`src/rtl/sm_cfg_pkg.sv`:
```
// Shared constants for the switch-matrix configuration loader:
// sync word, side codes, entry width and FSM encoding.
package sm_cfg_pkg;

   localparam logic [7:0] SYNC = 8'hA5;
   localparam int DW = 6;

   localparam logic [2:0] SIDE_NONE   = 3'd0;
   localparam logic [2:0] SIDE_TOP    = 3'd1;
   localparam logic [2:0] SIDE_RIGHT  = 3'd2;
   localparam logic [2:0] SIDE_BOTTOM = 3'd3;
   localparam logic [2:0] SIDE_LEFT   = 3'd4;

   typedef enum logic [1:0] {
      S_IDLE  = 2'd0,
      S_LOAD  = 2'd1,
      S_SUM   = 2'd2,
      S_CHECK = 2'd3
   } state_t;

endpackage

```
`src/rtl/sm_cfg_entry_chk.sv`:
```
// Legality of one config entry: side code in range and pin
// index within the pin count of the selected side.
module sm_cfg_entry_chk #(
   parameter int NTOP  = 5,
   parameter int NSIDE = 4,
   parameter int DW    = sm_cfg_pkg::DW
) (
   input  logic [DW-1:0] entry,
   output logic          legal
);
   import sm_cfg_pkg::*;

   logic [DW-4:0] idx;
   logic [2:0]    side;

   assign idx  = entry[DW-1:3];
   assign side = entry[2:0];

   always_comb begin
      legal = 1'b0;
      unique case (1'b1)
         (side == SIDE_NONE):
            legal = 1'b1;
         (side == SIDE_TOP) || (side == SIDE_BOTTOM):
            legal = (int'(idx) < NTOP);
         (side == SIDE_RIGHT) || (side == SIDE_LEFT):
            legal = (int'(idx) < NSIDE);
         default:
            legal = 1'b0;
      endcase
   end

endmodule

```
`src/rtl/sm_cfg_loader.sv`:
```
// Serial loader: sync, shadow-load all entries, verify checksum
// and legality, then commit the whole matrix config at once.
module sm_cfg_loader #(
   parameter int NTOP  = 5,
   parameter int NSIDE = 4,
   parameter int DW    = sm_cfg_pkg::DW
) (
   input  logic                clk,
   input  logic                rst_n,
   input  logic                sin,
   input  logic                sin_valid,
   output logic                sin_ready,
   output logic [NTOP*DW-1:0]  cfg_top,
   output logic [NTOP*DW-1:0]  cfg_bottom,
   output logic [NSIDE*DW-1:0] cfg_left,
   output logic [NSIDE*DW-1:0] cfg_right,
   output logic                cfg_done,
   output logic                cfg_err,
   output logic                busy
);
   import sm_cfg_pkg::*;

   localparam int E  = 2*NTOP + 2*NSIDE;
   localparam int SW = E*DW;
   localparam int CW = $clog2(SW);
   localparam logic [CW-1:0] LAST_LOAD = CW'(SW-1);
   localparam logic [CW-1:0] LAST_SUM  = CW'(DW-1);

   state_t        state;
   logic [7:0]    win;
   logic [7:0]    win_n;
   logic [CW-1:0] cnt;
   logic [SW-1:0] shadow;
   logic [DW-1:0] csum;
   logic          acc;

   logic [DW-1:0] ent [E];
   logic [E-1:0]  legal;
   logic [DW-1:0] xsum;
   logic          frame_ok;

   logic [NTOP*DW-1:0]  top_n;
   logic [NTOP*DW-1:0]  bot_n;
   logic [NSIDE*DW-1:0] left_n;
   logic [NSIDE*DW-1:0] right_n;

   assign sin_ready = (state != S_CHECK);
   assign busy      = (state != S_IDLE);
   assign acc       = sin_valid && sin_ready;
   assign win_n     = {win[6:0], sin};

   // First entry shifted in ends up in the top DW bits
   for (genvar g = 0; g < E; g++) begin : g_ent
      assign ent[g] = shadow[(E-1-g)*DW +: DW];
      sm_cfg_entry_chk #(
         .NTOP  (NTOP),
         .NSIDE (NSIDE),
         .DW    (DW)
      ) u_chk (
         .entry (ent[g]),
         .legal (legal[g])
      );
   end

   for (genvar i = 0; i < NTOP; i++) begin : g_tb
      assign top_n[i*DW +: DW] = ent[i];
      assign bot_n[i*DW +: DW] = ent[NTOP+i];
   end

   for (genvar i = 0; i < NSIDE; i++) begin : g_lr
      assign left_n[i*DW +: DW]  = ent[2*NTOP+i];
      assign right_n[i*DW +: DW] = ent[2*NTOP+NSIDE+i];
   end

   always_comb begin
      xsum = '0;
      for (int i = 0; i < E; i++) begin
         xsum = xsum ^ ent[i];
      end
   end

   assign frame_ok = (xsum == csum) && (&legal);

   always_ff @(posedge clk or negedge rst_n) begin
      if (!rst_n) begin
         state      <= S_IDLE;
         win        <= '0;
         cnt        <= '0;
         shadow     <= '0;
         csum       <= '0;
         cfg_top    <= '0;
         cfg_bottom <= '0;
         cfg_left   <= '0;
         cfg_right  <= '0;
         cfg_done   <= 1'b0;
         cfg_err    <= 1'b0;
      end else begin
         cfg_done <= 1'b0;
         cfg_err  <= 1'b0;
         unique case (state)
            S_IDLE: begin
               if (acc) begin
                  win <= win_n;
                  if (win_n == SYNC) begin
                     state <= S_LOAD;
                     cnt   <= '0;
                     win   <= '0;
                  end
               end
            end
            S_LOAD: begin
               if (acc) begin
                  shadow <= {shadow[SW-2:0], sin};
                  if (cnt == LAST_LOAD) begin
                     cnt   <= '0;
                     state <= S_SUM;
                  end else begin
                     cnt <= cnt + CW'(1);
                  end
               end
            end
            S_SUM: begin
               if (acc) begin
                  csum <= {csum[DW-2:0], sin};
                  if (cnt == LAST_SUM) begin
                     cnt   <= '0;
                     state <= S_CHECK;
                  end else begin
                     cnt <= cnt + CW'(1);
                  end
               end
            end
            S_CHECK: begin
               if (frame_ok) begin
                  cfg_top    <= top_n;
                  cfg_bottom <= bot_n;
                  cfg_left   <= left_n;
                  cfg_right  <= right_n;
                  cfg_done   <= 1'b1;
               end else begin
                  cfg_err <= 1'b1;
               end
               state <= S_IDLE;
               win   <= '0;
            end
            default: state <= S_IDLE;
         endcase
      end
   end

endmodule

```
`config.mk`:
```
export PLATFORM = sky130hd
export DESIGN_NAME = sm_cfg_loader
export DESIGN_NICKNAME = d
export VERILOG_FILES = /design/src/rtl/sm_cfg_pkg.sv /design/src/rtl/sm_cfg_entry_chk.sv /design/src/rtl/sm_cfg_loader.sv
export SDC_FILE = /design/constraint.sdc
export NUM_CORES = 1
export LEC_CHECK = 0
export CELL_PAD_IN_SITES_DETAIL_PLACEMENT = 2
export CELL_PAD_IN_SITES_GLOBAL_PLACEMENT = 2
export CORE_MARGIN = 3
export CORE_UTILIZATION = 40
export CTS_CLUSTER_SIZE = 40
export DETAILED_ROUTE_END_ITERATION = 10
export PLACE_DENSITY = 0.83
export SLEW_MARGIN = 20
export SYNTH_ARGS = -nofsm -noshare
export SYNTH_HDL_FRONTEND = slang
export SYNTH_SLANG_ARGS = --single-unit
```
`constraint.sdc`:
```
create_clock -name clk -period 3.8 [get_ports clk]
set_clock_uncertainty 0.2 [all_clocks]
set_input_delay 0.57 -clock clk [delete_from_list [all_inputs] [get_ports clk]]
set_output_delay 0.57 -clock clk [all_outputs]
set_load 0.1 [all_outputs]
```
======== Yosys cells after proc, flatten, opt, wreduce, memory -nomap -nowiden ========
Cells that the tools add are included.
word-level totals
  input port bits ......................... 4
  register bits ........................... 240
  word-level logic and storage cells ...... 257
  output and inout port bits .............. 112
cells by class
  multiplexer cells ....................... 39
  eq/ne operators ......................... 86
  bitwise logic cells ..................... 17
  reduce and logical (&&, ||, !) cells .... 67
  order comparisons ....................... 36
  add/subtract/negate cells ............... 1
operators with widths
  cell                                                 number
  equality test 3 x 2 -> 1 bit, second input constant  36
  < comparator 3 bit, second input constant            36
  XOR 6 bit                                            17
  2-to-1 mux 7 bit                                     8
  equality test 3 x 1 -> 1 bit, second input constant  18
  equality test 3 bit, second input constant           18
  zero test 3 bit                                      18
  one-hot mux 1 bit (3 select lines)                   18
  logical OR 1 bit                                     36
  one-hot mux 7 bit (3 select lines)                   1
  AND reduction 18 bit                                 1
  inequality test 2 bit, second input constant         7
  one-hot mux 7 bit (2 select lines)                   1
  2-to-1 mux 2 bit                                     6
  equality test 8 bit, second input constant           1
  one-hot mux 2 bit (4 select lines)                   1
  AND reduction 2 bit                                  4
  adder 7 x 1 -> 7 bit, second input constant          1
  equality test 7 x 3 -> 1 bit, second input constant  1
  equality test 7 bit, second input constant           1
  equality test 6 bit                                  1
  AND reduction 6 bit                                  1
  AND reduction 5 bit                                  1
  equality test 2 bit, second input constant           2
  other kinds (6)                                      11

======== Logic depth before layout (Yosys ltp) ========
  depth in word-level cells ............... 21
  depth in mapped cells ................... 10
  depth with buffers taken out ............ 9

======== By module ========
A second synthesis with hierarchy kept.
second synthesis, totals
  cells, all modules ...................... 768
  area, all modules ....................... 10800.4 um2
modules (own cells, without submodules)
  module            cells each  instances  sequential area each (um2)  area an instance (um2)
  sm_cfg_loader     696         1          6005.8                      10304.9
  sm_cfg_entry_chk  4           18         0.0                         27.5

======== Least setup slack after synthesis ========
No wires, ideal clock.
  path type ............................... register to register
  start ................................... reg shadow[42], in the netlist ent[42]
  end ..................................... reg cfg_bottom[0]
  setup slack ............................. 0.861 ns
  buffers on the path ..................... 3
  required time ........................... 3.475 ns
  data arrival time ....................... 2.614 ns
  cell stages (with the launch flop) ...... 11
  setup time .............................. 0.125 ns
  clock period less this slack ............ 2.939 ns
  cells stage by stage .................... dfrtp_1 xnor2_1 xnor2_2 xnor3_1 xnor2_1 nor3b_1 or4b_1 buf_2 buf_6 buf_6 mux2_4
between the ends
  word-level cells in the longest chain between the ends .. 11
  elaborated cells on any way between the ends .. 20
  classes of those cells .................. 5 x eq/ne; 1 x mux; 8 x bitwise; 6 x reduce/logical
RTL lines
  element                          RTL line              text
  from (decl)                      sm_cfg_loader.sv:33   logic [SW-1:0] shadow;
  from (signal assigned)           sm_cfg_loader.sv:113  shadow <= {shadow[SW-2:0], sin};
  XOR 6 bit (8 in series)          sm_cfg_loader.sv:78   xsum = xsum ^ ent[i];
  equality test 6 bit              sm_cfg_loader.sv:82   assign frame_ok = (xsum == csum) && (&legal);
  logical AND 1 bit *              sm_cfg_loader.sv:82
  AND reduction 2 bit (no line) *  n/a
  to (signal assigned)             sm_cfg_loader.sv:136  cfg_bottom <= bot_n;
  to (decl)                        sm_cfg_loader.sv:14   output logic [NTOP*DW-1:0] cfg_bottom,
Mark *: on every way between the ends. The rest lies on a longest branch, timed or not.
A chain may end at the register's enable or synchronous reset.

======== Worst setup path in the final report ========
  start ................................... reg shadow[95], in the netlist ent[95]
  end ..................................... reg cfg_right[15]
between the ends
  word-level cells in the longest chain between the ends .. 19
  elaborated cells on any way between the ends .. 23
  classes of those cells .................. 2 x order compare; 1 x eq/ne; 1 x mux; 16 x bitwise; 3 x reduce/logical
RTL lines
  element                          RTL line              text
  XOR 6 bit (16 in series)         sm_cfg_loader.sv:78
  equality test 6 bit              sm_cfg_loader.sv:82
  logical AND 1 bit *              sm_cfg_loader.sv:82
  AND reduction 2 bit (no line) *  n/a
  to (signal assigned)             sm_cfg_loader.sv:138  cfg_right <= right_n;
  to (decl)                        sm_cfg_loader.sv:16   output logic [NSIDE*DW-1:0] cfg_right,
Marks and branches as above.

==> out/metrics.cfg <==
[global_route]
grt_max_degree = 88
groute.usage.overall_pct = 22.6
grt_remaining_overflow = 0
grt_pass1_wl_mm = 51.2
grt_pass1_vias = 7998
antenna_found_initial = 0

[finish]
area_growth_pct = 22.5
drive_gt1_share_pct = 30.2
final_common_cell = dfrtp_1
multiInputGateArea_sq_um = 4630
nNetsFinal = 910
final_cell_mix = dfrtp_1 (240), mux2_2 (202), clkdlybuf4s50_1 (112)
fillers = 2458
seq_area_sq_um = 6010
diodes = 0

[route]
drt-initial-drc-count = 398
drt_wl_total_mm = 31.9
wl_per_cell_um = 25.5
routed_via_density = 5.51
ant_nets = 0
drt_pre_antenna_iters = 4
vias = 6891
drc_errors = 0

[floorplan]
initial_core_util_pct = 41.0
io-pin-count = 116
die-width_um = 170
fp.dieH_um = 170
rows = 59
coreArea_sq_um = 26300
dieArea_sq_um = 28900

[cts]
clock_sinks = 240
h-tree-depth = 1
cts_inserted_buffers = 26
cts_tree = done
path_clk_slew_ns = 0.06
clock_latency_ns = 0.54
ctsResizeCount = 0
cts_root_buffer = clkbuf_16
clock_path_buffers = 3
hold_buffers = 1
post_cts_buffers = 0

[sta]
hold_slack_ns = 0.311
relSlewSlack_pct = 32.8
drv_slew = 0
tightest_slew_ns = 1.01
finalCriticalPeriod_ns = 3.43
finalHoldViolCount = 0
fin_setup_tns_ns = 0
rsz0062_at_grt = no
max_freq_mhz = 292
period_share_pct = 90.3
setup_violations = 0

[run_status]
status = finished clean

[synthesis]
synthSimpleGateAreaFrac_pct = 4.73
synth_xor_xnor_area_share_pct = 9.08
synth_compound_area_share_pct = 4.44
synth_top_flop_cell = dfrtp_1
synthesis.area_sq_um = 10800
avgSynthCellArea_sq_um = 13.9
ys_seq_elements = 240
netlist_instances = 774
yosys.area_share.adder_pct = 0.697
synth_seq_area_share_pct = 55.8
async_flop_share_pct = 100
synth_top_family_by_area = multiplexers
ys_warn_count = 0
synth_nets = 784
synth_edf_count = 0
synth_cell_types = 39
synthMuxAreaShare_pct = 23.9

[setup_path]
cp_max_fo = 79
cp_slowest_cell = or4b_4
worstSetupPathType = flop to flop
cp-start-kind = flop
worstPathRequired_ns = 4.01
cp-end-kind = flop
cp.arrival_ns = 3.64
critPathMaxStageDelay_ns = 0.52
cpLargestDelayFamily = simple AND/OR/NAND/NOR gates
crit_chain = a222oi_1, nand3_1, nor4_1, nand4_1, nor3b_1, or4b_4, buf_12, mux2_2
critPathBufInv = 1

[pwr]
cellLeakagePower_nw = 6.28
power.density_nw_per_um2 = 551
ir_drop_mv = 0.377

[worst_hold_path]
worst_hold_path_type = flop to flop

[place]
dpl.hpwl_mm = 20.2
port_buffers = 115
place.gp.congestion = 0.866

[job]
max-cap-violations = 0

## per-layer routing
metal  vias to the layer above  GRT usage, %  part of all wire (%)
li1                       3015             -                     -
met1                      3642          31.9                    45
met2                       181          37.2                    49
met3                        53          2.95                   3.8
met4                         0          5.89                   2.2
met5                         -             0                     0
## synthesized netlist by cell type, types with 8 or more instances
master	n	area (sq um)
buf_2	9	45.0
xnor2_1	85	744
dfrtp_1	240	6010
and3_1	11	68.8
mux2_4	20	300
clkbuf_1	10	37.5
o22ai_1	8	50.1
a21oi_1	9	45.0
xor2_1	12	105
o21ai_0	55	275
nand2_1	19	71.3
nor3b_1	19	143
mux2_2	202	2270
## worst register-to-register path, stage by stage (launching register included)
cell      delay [ns]
dfrtp_1         0.50
a222oi_1        0.43
nand3_1         0.16
nor4_1          0.35
nand4_1         0.22
nor3b_1         0.21
or4b_4          0.52
buf_12          0.27
mux2_2          0.44
## path summary, 6_finish.rpt
| path | endpoint | slack, ns | depth (start not counted) | from |
|---|---|---|---|---|
| hold reg to reg | cfg_left[0]$_DFFE_PN0P_ | 0.31 | 1 | cfg_left[0]$_DFFE_PN0P_ |
| max in group asynchronous | cfg_left[10]$_DFFE_PN0P_ | 2.03 | 3 | rst_n |
| min in group asynchronous | cfg_top[26]$_DFFE_PN0P_ | 0.46 | 2 | rst_n |
| hold / removal | cfg_left[0]$_DFFE_PN0P_ | 0.31 | 1 | cfg_left[0]$_DFFE_PN0P_ |
| setup reg to reg | cfg_right[15]$_DFFE_PN0P_ | 0.37 | 8 | ent[95]$_DFFE_PN0P_ |
| setup / recovery | cfg_right[15]$_DFFE_PN0P_ | 0.37 | 8 | ent[95]$_DFFE_PN0P_ |
## per-stage QoR
stage	worst slack, ns	area (sq um)	instances	utilization [%]	power (mW)
finish	0.370	13200	1251	50.2	7.27
global route	0.226	13200	1251	50.2	7.57
CTS	0.415	13200	1251	50.2	7.33
detailed placement	0.562	12300	1206	46.9	4.61
global placement	0.586	12300	1206	46.9	4.55
floorplan	0.861	10800	774	-	4.14
## power breakdown
| group | leakage, nW | internal [mW] | switching (mW) |
|---|---|---|---|
| sequential | 3.33 | 2.71 | 0.203 |
| clock | 0.422 | 1.58 | 1.05 |
| combinational | 2.53 | 0.654 | 1.07 |
## cell type report
cell class              count  area share [%]
flip-flops and latches    240            45.5
well taps                 335            3.18
repair buffers            124            9.54
clock inverters            11            1.21
inverters                   5           0.142
multi-input cells         503            35.1
clock buffers              33            5.37
## registers in the layout, indices dropped and copies added (netlist names)
name and count:
cfg_err 1, cfg_left 24, cfg_top 30, ent 108, csum 6, cfg_bottom 30, win 7, cfg_right 24
cfg_done 1, cnt 7, state 2
## kinds of logic after synthesis
family,after synthesis
flops,240
mux,222
xor+xnor,103
compound gates,86
simple gates,86
buf+inv,31
fa+ha+maj,6
(Power assumes the default switching activity.)
